**src/rtl/filter_sample_scheduler_pkg.sv**
```systemverilog
// Shared definitions for the filter sample scheduler: default widths,
// scheduler state encoding, byte-phase constants and a small state helper.
package filter_sample_scheduler_pkg;

  localparam int DATA_W_DEFAULT   = 8;
  localparam int SAMPLE_W_DEFAULT = 16;
  localparam int TIMEOUT_DEFAULT  = 16;

  // Scheduler states; encoding 3'd7 is unused and recovers to ST_IDLE.
  typedef enum logic [2:0] {
    ST_IDLE      = 3'd0,
    ST_START     = 3'd1,
    ST_WAIT_FILT = 3'd2,
    ST_TX_HI     = 3'd3,
    ST_WAIT_HI   = 3'd4,
    ST_TX_LO     = 3'd5,
    ST_WAIT_LO   = 3'd6
  } sched_state_e;

  // Which byte of the pair the next rx_done_tick belongs to.
  localparam logic PHASE_HIGH = 1'b0;
  localparam logic PHASE_LOW  = 1'b1;

  // True for the states that issue a byte to the UART transmitter.
  function automatic logic is_tx_state(input sched_state_e st);
    return (st == ST_TX_HI) || (st == ST_TX_LO);
  endfunction

endpackage

```
**src/rtl/filter_sample_scheduler_sample_assembler.sv**
```systemverilog
// Packs received UART bytes (high byte first) into samples and holds at most
// one complete sample until the scheduler consumes it. A sample completing
// while the buffer is occupied and not being consumed is dropped.
module sample_assembler
  import filter_sample_scheduler_pkg::*;
#(
  parameter int DATA_W   = DATA_W_DEFAULT,
  parameter int SAMPLE_W = SAMPLE_W_DEFAULT
) (
  input  logic                clk,
  input  logic                reset,
  input  logic                rx_done_tick,
  input  logic [DATA_W-1:0]   rx_dout,
  input  logic                consume,
  output logic                buf_valid,
  output logic [SAMPLE_W-1:0] buf_data,
  output logic                overrun
);

  logic                phase_r;
  logic [DATA_W-1:0]   hi_byte_r;
  logic                buf_valid_r;
  logic [SAMPLE_W-1:0] buf_data_r;
  logic                overrun_r;

  logic complete_s;
  logic slot_free_s;
  logic load_s;
  logic drop_s;

  // Decide whether this byte closes a pair and whether the buffer can accept it
  always_comb begin
    complete_s  = 1'b0;
    slot_free_s = 1'b0;
    load_s      = 1'b0;
    drop_s      = 1'b0;
    if (rx_done_tick && (phase_r == PHASE_LOW)) begin
      complete_s = 1'b1;
    end else begin
      complete_s = 1'b0;
    end
    // A consume in this cycle frees the slot, so a simultaneous load is legal.
    slot_free_s = (!buf_valid_r) || consume;
    load_s      = complete_s && slot_free_s;
    drop_s      = complete_s && (!slot_free_s);
  end

  // Byte-phase tracker and high-byte holding register
  always_ff @(posedge clk or negedge reset) begin
    if (!reset) begin
      phase_r   <= PHASE_HIGH;
      hi_byte_r <= {DATA_W{1'b0}};
    end else if (rx_done_tick) begin
      if (phase_r == PHASE_HIGH) begin
        hi_byte_r <= rx_dout;
        phase_r   <= PHASE_LOW;
      end else begin
        phase_r   <= PHASE_HIGH;
      end
    end
  end

  // One-deep sample buffer: load wins over consume so the slot stays full
  always_ff @(posedge clk or negedge reset) begin
    if (!reset) begin
      buf_valid_r <= 1'b0;
      buf_data_r  <= {SAMPLE_W{1'b0}};
    end else if (load_s) begin
      buf_valid_r <= 1'b1;
      buf_data_r  <= {hi_byte_r, rx_dout};
    end else if (consume) begin
      buf_valid_r <= 1'b0;
    end
  end

  // One-cycle strobe reporting a dropped sample
  always_ff @(posedge clk or negedge reset) begin
    if (!reset) begin
      overrun_r <= 1'b0;
    end else begin
      overrun_r <= drop_s;
    end
  end

  assign buf_valid = buf_valid_r;
  assign buf_data  = buf_data_r;
  assign overrun   = overrun_r;

endmodule

```
**src/rtl/filter_sample_scheduler.sv**
```systemverilog
// Frame-level controller between UART receiver, filter sequencer and UART
// transmitter. Each buffered sample is started into the filter, the result is
// awaited with a timeout, and the 16-bit result is sent as two bytes.
module filter_sample_scheduler
  import filter_sample_scheduler_pkg::*;
#(
  parameter int DATA_W   = DATA_W_DEFAULT,
  parameter int SAMPLE_W = SAMPLE_W_DEFAULT,
  parameter int TIMEOUT  = TIMEOUT_DEFAULT
) (
  input  logic                clk,
  input  logic                reset,
  input  logic                rx_done_tick,
  input  logic [DATA_W-1:0]   rx_dout,
  input  logic                filt_listo,
  input  logic [SAMPLE_W-1:0] filt_result,
  input  logic                tx_done_tick,
  input  logic                clear_err,
  output logic                filt_start,
  output logic [SAMPLE_W-1:0] filt_sample,
  output logic                tx_start,
  output logic [DATA_W-1:0]   tx_din,
  output logic                busy,
  output logic                overrun,
  output logic                err_overrun,
  output logic                err_timeout
);

  localparam int              CNT_W    = $clog2(TIMEOUT);
  localparam logic [CNT_W-1:0] CNT_LAST = CNT_W'(TIMEOUT - 1);
  localparam logic [CNT_W-1:0] CNT_ONE  = {{(CNT_W-1){1'b0}}, 1'b1};

  sched_state_e        state_r;
  sched_state_e        state_nxt_s;
  logic [CNT_W-1:0]    cnt_r;
  logic [DATA_W-1:0]   res_lo_r;
  logic                filt_start_r;
  logic [SAMPLE_W-1:0] filt_sample_r;
  logic                tx_start_r;
  logic [DATA_W-1:0]   tx_din_r;
  logic                err_overrun_r;
  logic                err_timeout_r;

  logic                buf_valid_s;
  logic [SAMPLE_W-1:0] buf_data_s;
  logic                overrun_s;
  logic                consume_s;
  logic                listo_take_s;
  logic                timeout_hit_s;

  // The buffer is released in the START cycle, after its data was captured.
  assign consume_s = (state_r == ST_START);

  sample_assembler #(
    .DATA_W   (DATA_W),
    .SAMPLE_W (SAMPLE_W)
  ) u_assembler (
    .clk          (clk),
    .reset        (reset),
    .rx_done_tick (rx_done_tick),
    .rx_dout      (rx_dout),
    .consume      (consume_s),
    .buf_valid    (buf_valid_s),
    .buf_data     (buf_data_s),
    .overrun      (overrun_s)
  );

  // Next-state decode plus the two qualified filter events
  always_comb begin
    state_nxt_s   = state_r;
    listo_take_s  = 1'b0;
    timeout_hit_s = 1'b0;
    case (state_r)
      ST_IDLE: begin
        if (buf_valid_s) begin
          state_nxt_s = ST_START;
        end else begin
          state_nxt_s = ST_IDLE;
        end
      end
      ST_START: begin
        state_nxt_s = ST_WAIT_FILT;
      end
      ST_WAIT_FILT: begin
        // listo on the terminal count still counts as a completion
        if (filt_listo) begin
          listo_take_s = 1'b1;
          state_nxt_s  = ST_TX_HI;
        end else if (cnt_r == CNT_LAST) begin
          timeout_hit_s = 1'b1;
          state_nxt_s   = ST_IDLE;
        end else begin
          state_nxt_s = ST_WAIT_FILT;
        end
      end
      ST_TX_HI: begin
        state_nxt_s = ST_WAIT_HI;
      end
      ST_WAIT_HI: begin
        if (tx_done_tick) begin
          state_nxt_s = ST_TX_LO;
        end else begin
          state_nxt_s = ST_WAIT_HI;
        end
      end
      ST_TX_LO: begin
        state_nxt_s = ST_WAIT_LO;
      end
      ST_WAIT_LO: begin
        if (tx_done_tick) begin
          state_nxt_s = ST_IDLE;
        end else begin
          state_nxt_s = ST_WAIT_LO;
        end
      end
      default: begin
        state_nxt_s = ST_IDLE;
      end
    endcase
  end

  // Scheduler state register
  always_ff @(posedge clk or negedge reset) begin
    if (!reset) begin
      state_r <= ST_IDLE;
    end else begin
      state_r <= state_nxt_s;
    end
  end

  // Filter timeout counter: cleared in START, advances each idle WAIT_FILT cycle
  always_ff @(posedge clk or negedge reset) begin
    if (!reset) begin
      cnt_r <= {CNT_W{1'b0}};
    end else if (state_r == ST_START) begin
      cnt_r <= {CNT_W{1'b0}};
    end else if ((state_r == ST_WAIT_FILT) && !listo_take_s && !timeout_hit_s) begin
      cnt_r <= cnt_r + CNT_ONE;
    end
  end

  // Filter-side outputs, registered so they line up with the START state
  always_ff @(posedge clk or negedge reset) begin
    if (!reset) begin
      filt_start_r  <= 1'b0;
      filt_sample_r <= {SAMPLE_W{1'b0}};
    end else begin
      filt_start_r <= (state_nxt_s == ST_START);
      if ((state_r == ST_IDLE) && (state_nxt_s == ST_START)) begin
        filt_sample_r <= buf_data_s;
      end
    end
  end

  // Result capture and transmit byte/strobe; the high byte goes straight to tx_din
  always_ff @(posedge clk or negedge reset) begin
    if (!reset) begin
      res_lo_r   <= {DATA_W{1'b0}};
      tx_start_r <= 1'b0;
      tx_din_r   <= {DATA_W{1'b0}};
    end else begin
      tx_start_r <= is_tx_state(state_nxt_s);
      if (listo_take_s) begin
        res_lo_r <= filt_result[DATA_W-1:0];
        tx_din_r <= filt_result[SAMPLE_W-1:DATA_W];
      end else if ((state_r == ST_WAIT_HI) && (state_nxt_s == ST_TX_LO)) begin
        tx_din_r <= res_lo_r;
      end
    end
  end

  // Sticky error flags: a new error in the same cycle beats clear_err
  always_ff @(posedge clk or negedge reset) begin
    if (!reset) begin
      err_overrun_r <= 1'b0;
      err_timeout_r <= 1'b0;
    end else begin
      if (overrun_s) begin
        err_overrun_r <= 1'b1;
      end else if (clear_err) begin
        err_overrun_r <= 1'b0;
      end
      if (timeout_hit_s) begin
        err_timeout_r <= 1'b1;
      end else if (clear_err) begin
        err_timeout_r <= 1'b0;
      end
    end
  end

  assign filt_start  = filt_start_r;
  assign filt_sample = filt_sample_r;
  assign tx_start    = tx_start_r;
  assign tx_din      = tx_din_r;
  assign busy        = (state_r != ST_IDLE) || buf_valid_s;
  assign overrun     = overrun_s;
  assign err_overrun = err_overrun_r;
  assign err_timeout = err_timeout_r;

endmodule

```
**config.mk**
```make
export PLATFORM = sky130hd
export DESIGN_NAME = filter_sample_scheduler
export DESIGN_NICKNAME = d
export VERILOG_FILES = /design/src/rtl/filter_sample_scheduler_pkg.sv /design/src/rtl/filter_sample_scheduler_sample_assembler.sv /design/src/rtl/filter_sample_scheduler.sv
export SDC_FILE = /design/constraint.sdc
export NUM_CORES = 1
export LEC_CHECK = 0
export ABC_AREA = 1
export BUFFER_PORTS_ARGS = -buffer_cell sky130_fd_sc_hd__buf_2
export CAP_MARGIN = 20
export CORE_MARGIN = 1.5
export CORE_UTILIZATION = 58
export CTS_CLUSTER_SIZE = 25
export DETAILED_ROUTE_END_ITERATION = 10
export PLACE_DENSITY_LB_ADDON = 0.08
export SYNTH_ARGS = -nofsm -noshare
export SYNTH_HDL_FRONTEND = slang
export SYNTH_SLANG_ARGS = --single-unit
```
**constraint.sdc**
```tcl
create_clock -name clk -period 2.6 [get_ports clk]
set_clock_uncertainty 0.2 [all_clocks]
set_input_delay 0.52 -clock clk [delete_from_list [all_inputs] [get_ports clk]]
set_output_delay 0.52 -clock clk [all_outputs]
set_load 0.05 [all_outputs]
```
# Yosys cells after proc, flatten, opt, wreduce, memory -nomap -nowiden
# Index checks and enable logic that the tools add are counted.
[totals]
word_cells = 70
reg_bits = 70
inputBits = 30
out_inout_bits = 30
[op_classes]
n_bitwise = 1
mux = 22
reduce_logical = 22
n_eq_ne = 10
addsub = 1
[ops]
columns = ["cell", "count"]
rows = [
  ["3-bit case mux with 7 select lines", 1],
  ["8-bit two-way mux", 2],
  ["1-bit two-way mux", 14],
  ["3-bit == test (second input constant)", 4],
  ["2-bit nonzero test", 5],
  ["3-bit by 2-bit == test with 1-bit output (second input constant)", 3],
  ["4-bit two-way mux", 2],
  ["1-bit logical AND", 7],
  ["3-bit by 1-bit == test with 1-bit output (second input constant)", 2],
  ["4-bit by 1-bit adder with 4-bit output (second input constant)", 1],
  ["4-bit == test (second input constant)", 1],
  ["1-bit zero test", 4],
  ["2-bit two-way mux", 2],
  ["3-bit zero test", 1],
  ["1-bit logical OR", 3],
  ["3-bit two-way mux", 1],
  ["3-bit nonzero test", 1],
  ["2-bit AND reduction", 1],
  ["1-bit NOT", 1],
]

# Depth between registers and ports, before layout
[logic_depth]
word_depth = 8
depth_mapped = 8
depth_no_buf = 7

# By module
# Synthesis repeated with hierarchy kept, for this count alone.
[hier_totals]
hier_cells = 331
area_unflattened_um2 = 2987.9
[modules_own_cells]
columns = ["module", "n_inst", "area_each_um2", "cells_each", "seq_area_each_um2"]
rows = [
  ["filter_sample_scheduler", 1, 1916.8, 218, 1076.0],
  ["sample_assembler", 1, 1071.0, 113, 675.6],
]

# Worst setup path before layout
# No wires, ideal clock.
[synth_path]
path_kind = "reg-to-output"
start = "register state_r[2]"
end = "output port busy"
required_ns = 1.880
stages_incl_launch_ff = 4
path_buffers = 1
setup_slack_ns = 0.725
arrival_time_ns = 1.155
cell_sequence = "dfrtp_1 > inv_2 > buf_2 > nand3b_1"
[synth_via]
elab_chain_len = 2
[synth_rtl]
columns = ["item", "line_no", "text"]
rows = [
  ["start: declaration", "filter_sample_scheduler.sv:33", "sched_state_e state_r;"],
  ["start signal: assignment", "filter_sample_scheduler.sv:127", "state_r <= state_nxt_s;"],
  ["3-bit nonzero test", "filter_sample_scheduler.sv:195", "assign busy = (state_r != ST_IDLE) || buf_valid_s;"],
  ["1-bit logical OR", "filter_sample_scheduler.sv:195", ""],
  ["end: declaration", "filter_sample_scheduler.sv:23", "output logic busy,"],
]
# Every way passes these cells.

# Final worst setup path
[layout_path]
start = "register state_r[0]"
end = "output port busy"
# The elaborated chain is that of the path after synthesis.

==> impl_metrics.tcl <==
set metrics [dict create \
    max_stage_delay_ns 0.51 \
    synth.net_count 358 \
    clock-sinks 70 \
    synth_area_leaders "dfrtp_1 (59%), nand2_1 (18%), nand3_1 (5.9%)" \
    final_nets 418 \
    crit_chain "nor2_2 > nand3b_1 > buf_2" \
    ff2ff_path_depth 6 \
    synth_warnings 0 \
    drv_cap 0 \
    status "finished, final reports clean" \
    start_kind "flop" \
    synth_top_family_by_area "simple AND/OR/NAND/NOR gates" \
    ant_nets 0 \
    synth_top_area_cell "dfrtp_1" \
    gp_congestion 0.839 \
    fin_crit_sh_pct 85.5 \
    drtPass1Iterations 6 \
    timing.rr.end "u_assembler.buf_data[6]" \
    die_h_um 74.3 \
    syn_area_um2 2950 \
    cts_root_buf "clkbuf_8" \
    wirelength_um 5970 \
    crit_arrival_ns 1.50 \
    hp-class "input pin to flop" \
    p_leak_nw 1.98 \
    worstMarginPinSlew_ns 0.578 \
    yosys.cell_types.count 25 \
    finalHoldViolCount 0 \
    clockBufferDepth 2 \
    synthMuxAreaShare_pct 0 \
    cts_tree "built" \
    synth-edff-count 0 \
    worstSetupEndpoint "busy" \
    fin_setup_tns_ns 0 \
    worstPathMaxFanout 6 \
    start_util_pct 61.3 \
    fmax_mhz 450 \
    syn_to_final_growth_pct 19.1 \
    setup_viol 0 \
    overflow 0 \
    finalCriticalPeriod_ns 2.22 \
    rsz0062_at_grt "no" \
    grt_max_degree 47 \
    fin_cells 459 \
    vias_per_cell 5.07 \
    synth_common_cells "nand2_1 (140), dfrtp_1 (70), nand3_1 (35)" \
    antenna_found_initial 0 \
    synthAdderAreaFrac_pct 0.424 \
    endpoint_kind "primary output" \
    cts.clk_slew.worst_paths_ns 0.07 \
    portBuffers 59 \
    grt_pass1_wl_um 9760 \
    power.density_nw_per_um2 1310 \
    synth_top_area_share_pct 59.3 \
    yosysSeqAreaShare_pct 59.3 \
    cts_resized 0 \
    numCtsBuffers 9 \
    grt_pass1_vias 2179 \
    rows 25 \
    fillCellCount 386 \
    num_antenna_cells 0 \
    maxSlewHeadroom_pct 61.5 \
    die-area_um2 5530 \
    vias 2326 \
    ys_ff_latch 70 \
    synth-simple-area-share_pct 30.8 \
    startpoint "state_r[0]" \
    avgSynthCellArea_um2 9.03 \
    die_w_um 74.3 \
    place_inst 442 \
    ir_worst_vdd_v 0.000692 \
    yosys_most_used_dff "dfrtp_1" \
    dr.first_iter.drc_count 92 \
    synth_compound_area_share_pct 3.48 \
    ios 60 \
    rrSetupSlack_ns 0.48 \
    cp_slowest_cell "dfrtp_1" \
    required_ns 1.88 \
    drt-wirelength-per-cell_um 13.0 \
    yosysMostFrequentCell "nand2_1" \
    drv_slew 0 \
    synthCells 327 \
    core-area_um2 4820 \
    dp.final_hpwl_um 4050 \
    htreeDepth 3 \
    timing.rr.start "state_r[2]" \
    grt_usage_pct 23.8 \
    clk_latency_ns 0.34 \
    async_flop_share_pct 100 \
    crit_type "flop to primary output" \
    drive_above_1_share_pct 23.0 \
    synth_xor_xnor_area_share_pct 0.297 \
    drc_errors 0 \
]
-- cell type report --
cell class              instances  area (um^2)  share of cell area, %
clock buffers                  13          169                   4.81
multi-input cells             223         1030                   29.4
inverters                      21         80.1                   2.28
clock inverters                 3         65.1                   1.85
repair buffers                 62          333                   9.47
well taps                      67         83.8                   2.39
flip-flops and latches         70         1750                   49.8
-- worst min path at each step --
stage / start / depth (start not counted) / slack, ns / end
floorplan: reset / 0 / 0.02 / cnt_r[0]
global placement: u_assembler.overrun / 1 / 0.25 / err_overrun
detailed placement: u_assembler.overrun / 1 / 0.25 / err_overrun
CTS: clear_err / 2 / 0.15 / err_timeout
global route: clear_err / 2 / 0.16 / err_overrun
finish: clear_err / 2 / 0.17 / err_timeout
-- where the power goes --
group	switching, mW	leakage (nW)	internal [mW]
registers	0.254	0.892	1.51
logic	1.36	0.969	0.473
clock network	0.386	0.120	0.618
-- per-stage QoR --
step                      area [um^2]  hold slack [ns]  total power [mW]  util (%)  setup slack (ns)
after CTS                        3510            0.155              4.62      73.0             0.372
after detailed placement         3270            0.250              3.61      67.9             0.553
after global placement           3270            0.247              3.55      67.9             0.659
after global routing             3510            0.164              4.89      73.0             0.312
after floorplan                  2950           0.0244              3.21         -             0.725
final                            3510            0.168              4.60      73.0             0.376
-- per-layer routing --
layer	routed length [um]	part of all wire, %	GRT usage (%)
met3	334	5.6	6.91
met2	2840	47	37.2
met1	2670	45	30.9
met5	0	0	0
met4	128	2.1	11.3
-- cells in the final DEF (no fill, tap or decap), types with 3 or more instances in the layout --
cell / count
nand2_1: 140
dfrtp_1: 70
buf_2: 59
nand3_1: 35
inv_1: 16
o21ai_1: 15
clkbuf_8: 12
nand4_1: 10
nor2_1: 5
inv_2: 4
o21ai_0: 4
nand3_4: 3
-- critical path, delay by kind of cell, from the launching register on --
kind / cells / cell delay, ns
buffers and inverters: 1 / 0.23
DFF: 1 / 0.51
and+or+nand+nor: 2 / 0.42
-- cell families after synthesis --
kind of cell / Yosys count
adder cells (fa/ha/maj): 1
AO/OA/AOI/OAI: 20
buffers and inverters: 34
AND/OR/NAND/NOR: 201
XOR/XNOR: 1
flip-flops: 70
-- repair_timing --
item,in CTS,in global routing
hold buffers,1,0
endpoints found under the hold margin,24,0
buffers inserted,0,0
-- sequential cells by signal (all words and copies together), names as in the netlist, 3 cells and up --
signal / count
cnt_r: 4
filt_sample: 16
res_lo_r: 8
state_r: 3
tx_din: 8
u_assembler.buf_data: 16
u_assembler.hi_byte_r: 8
No activity file was read; power rests on OpenSTA's default activity.
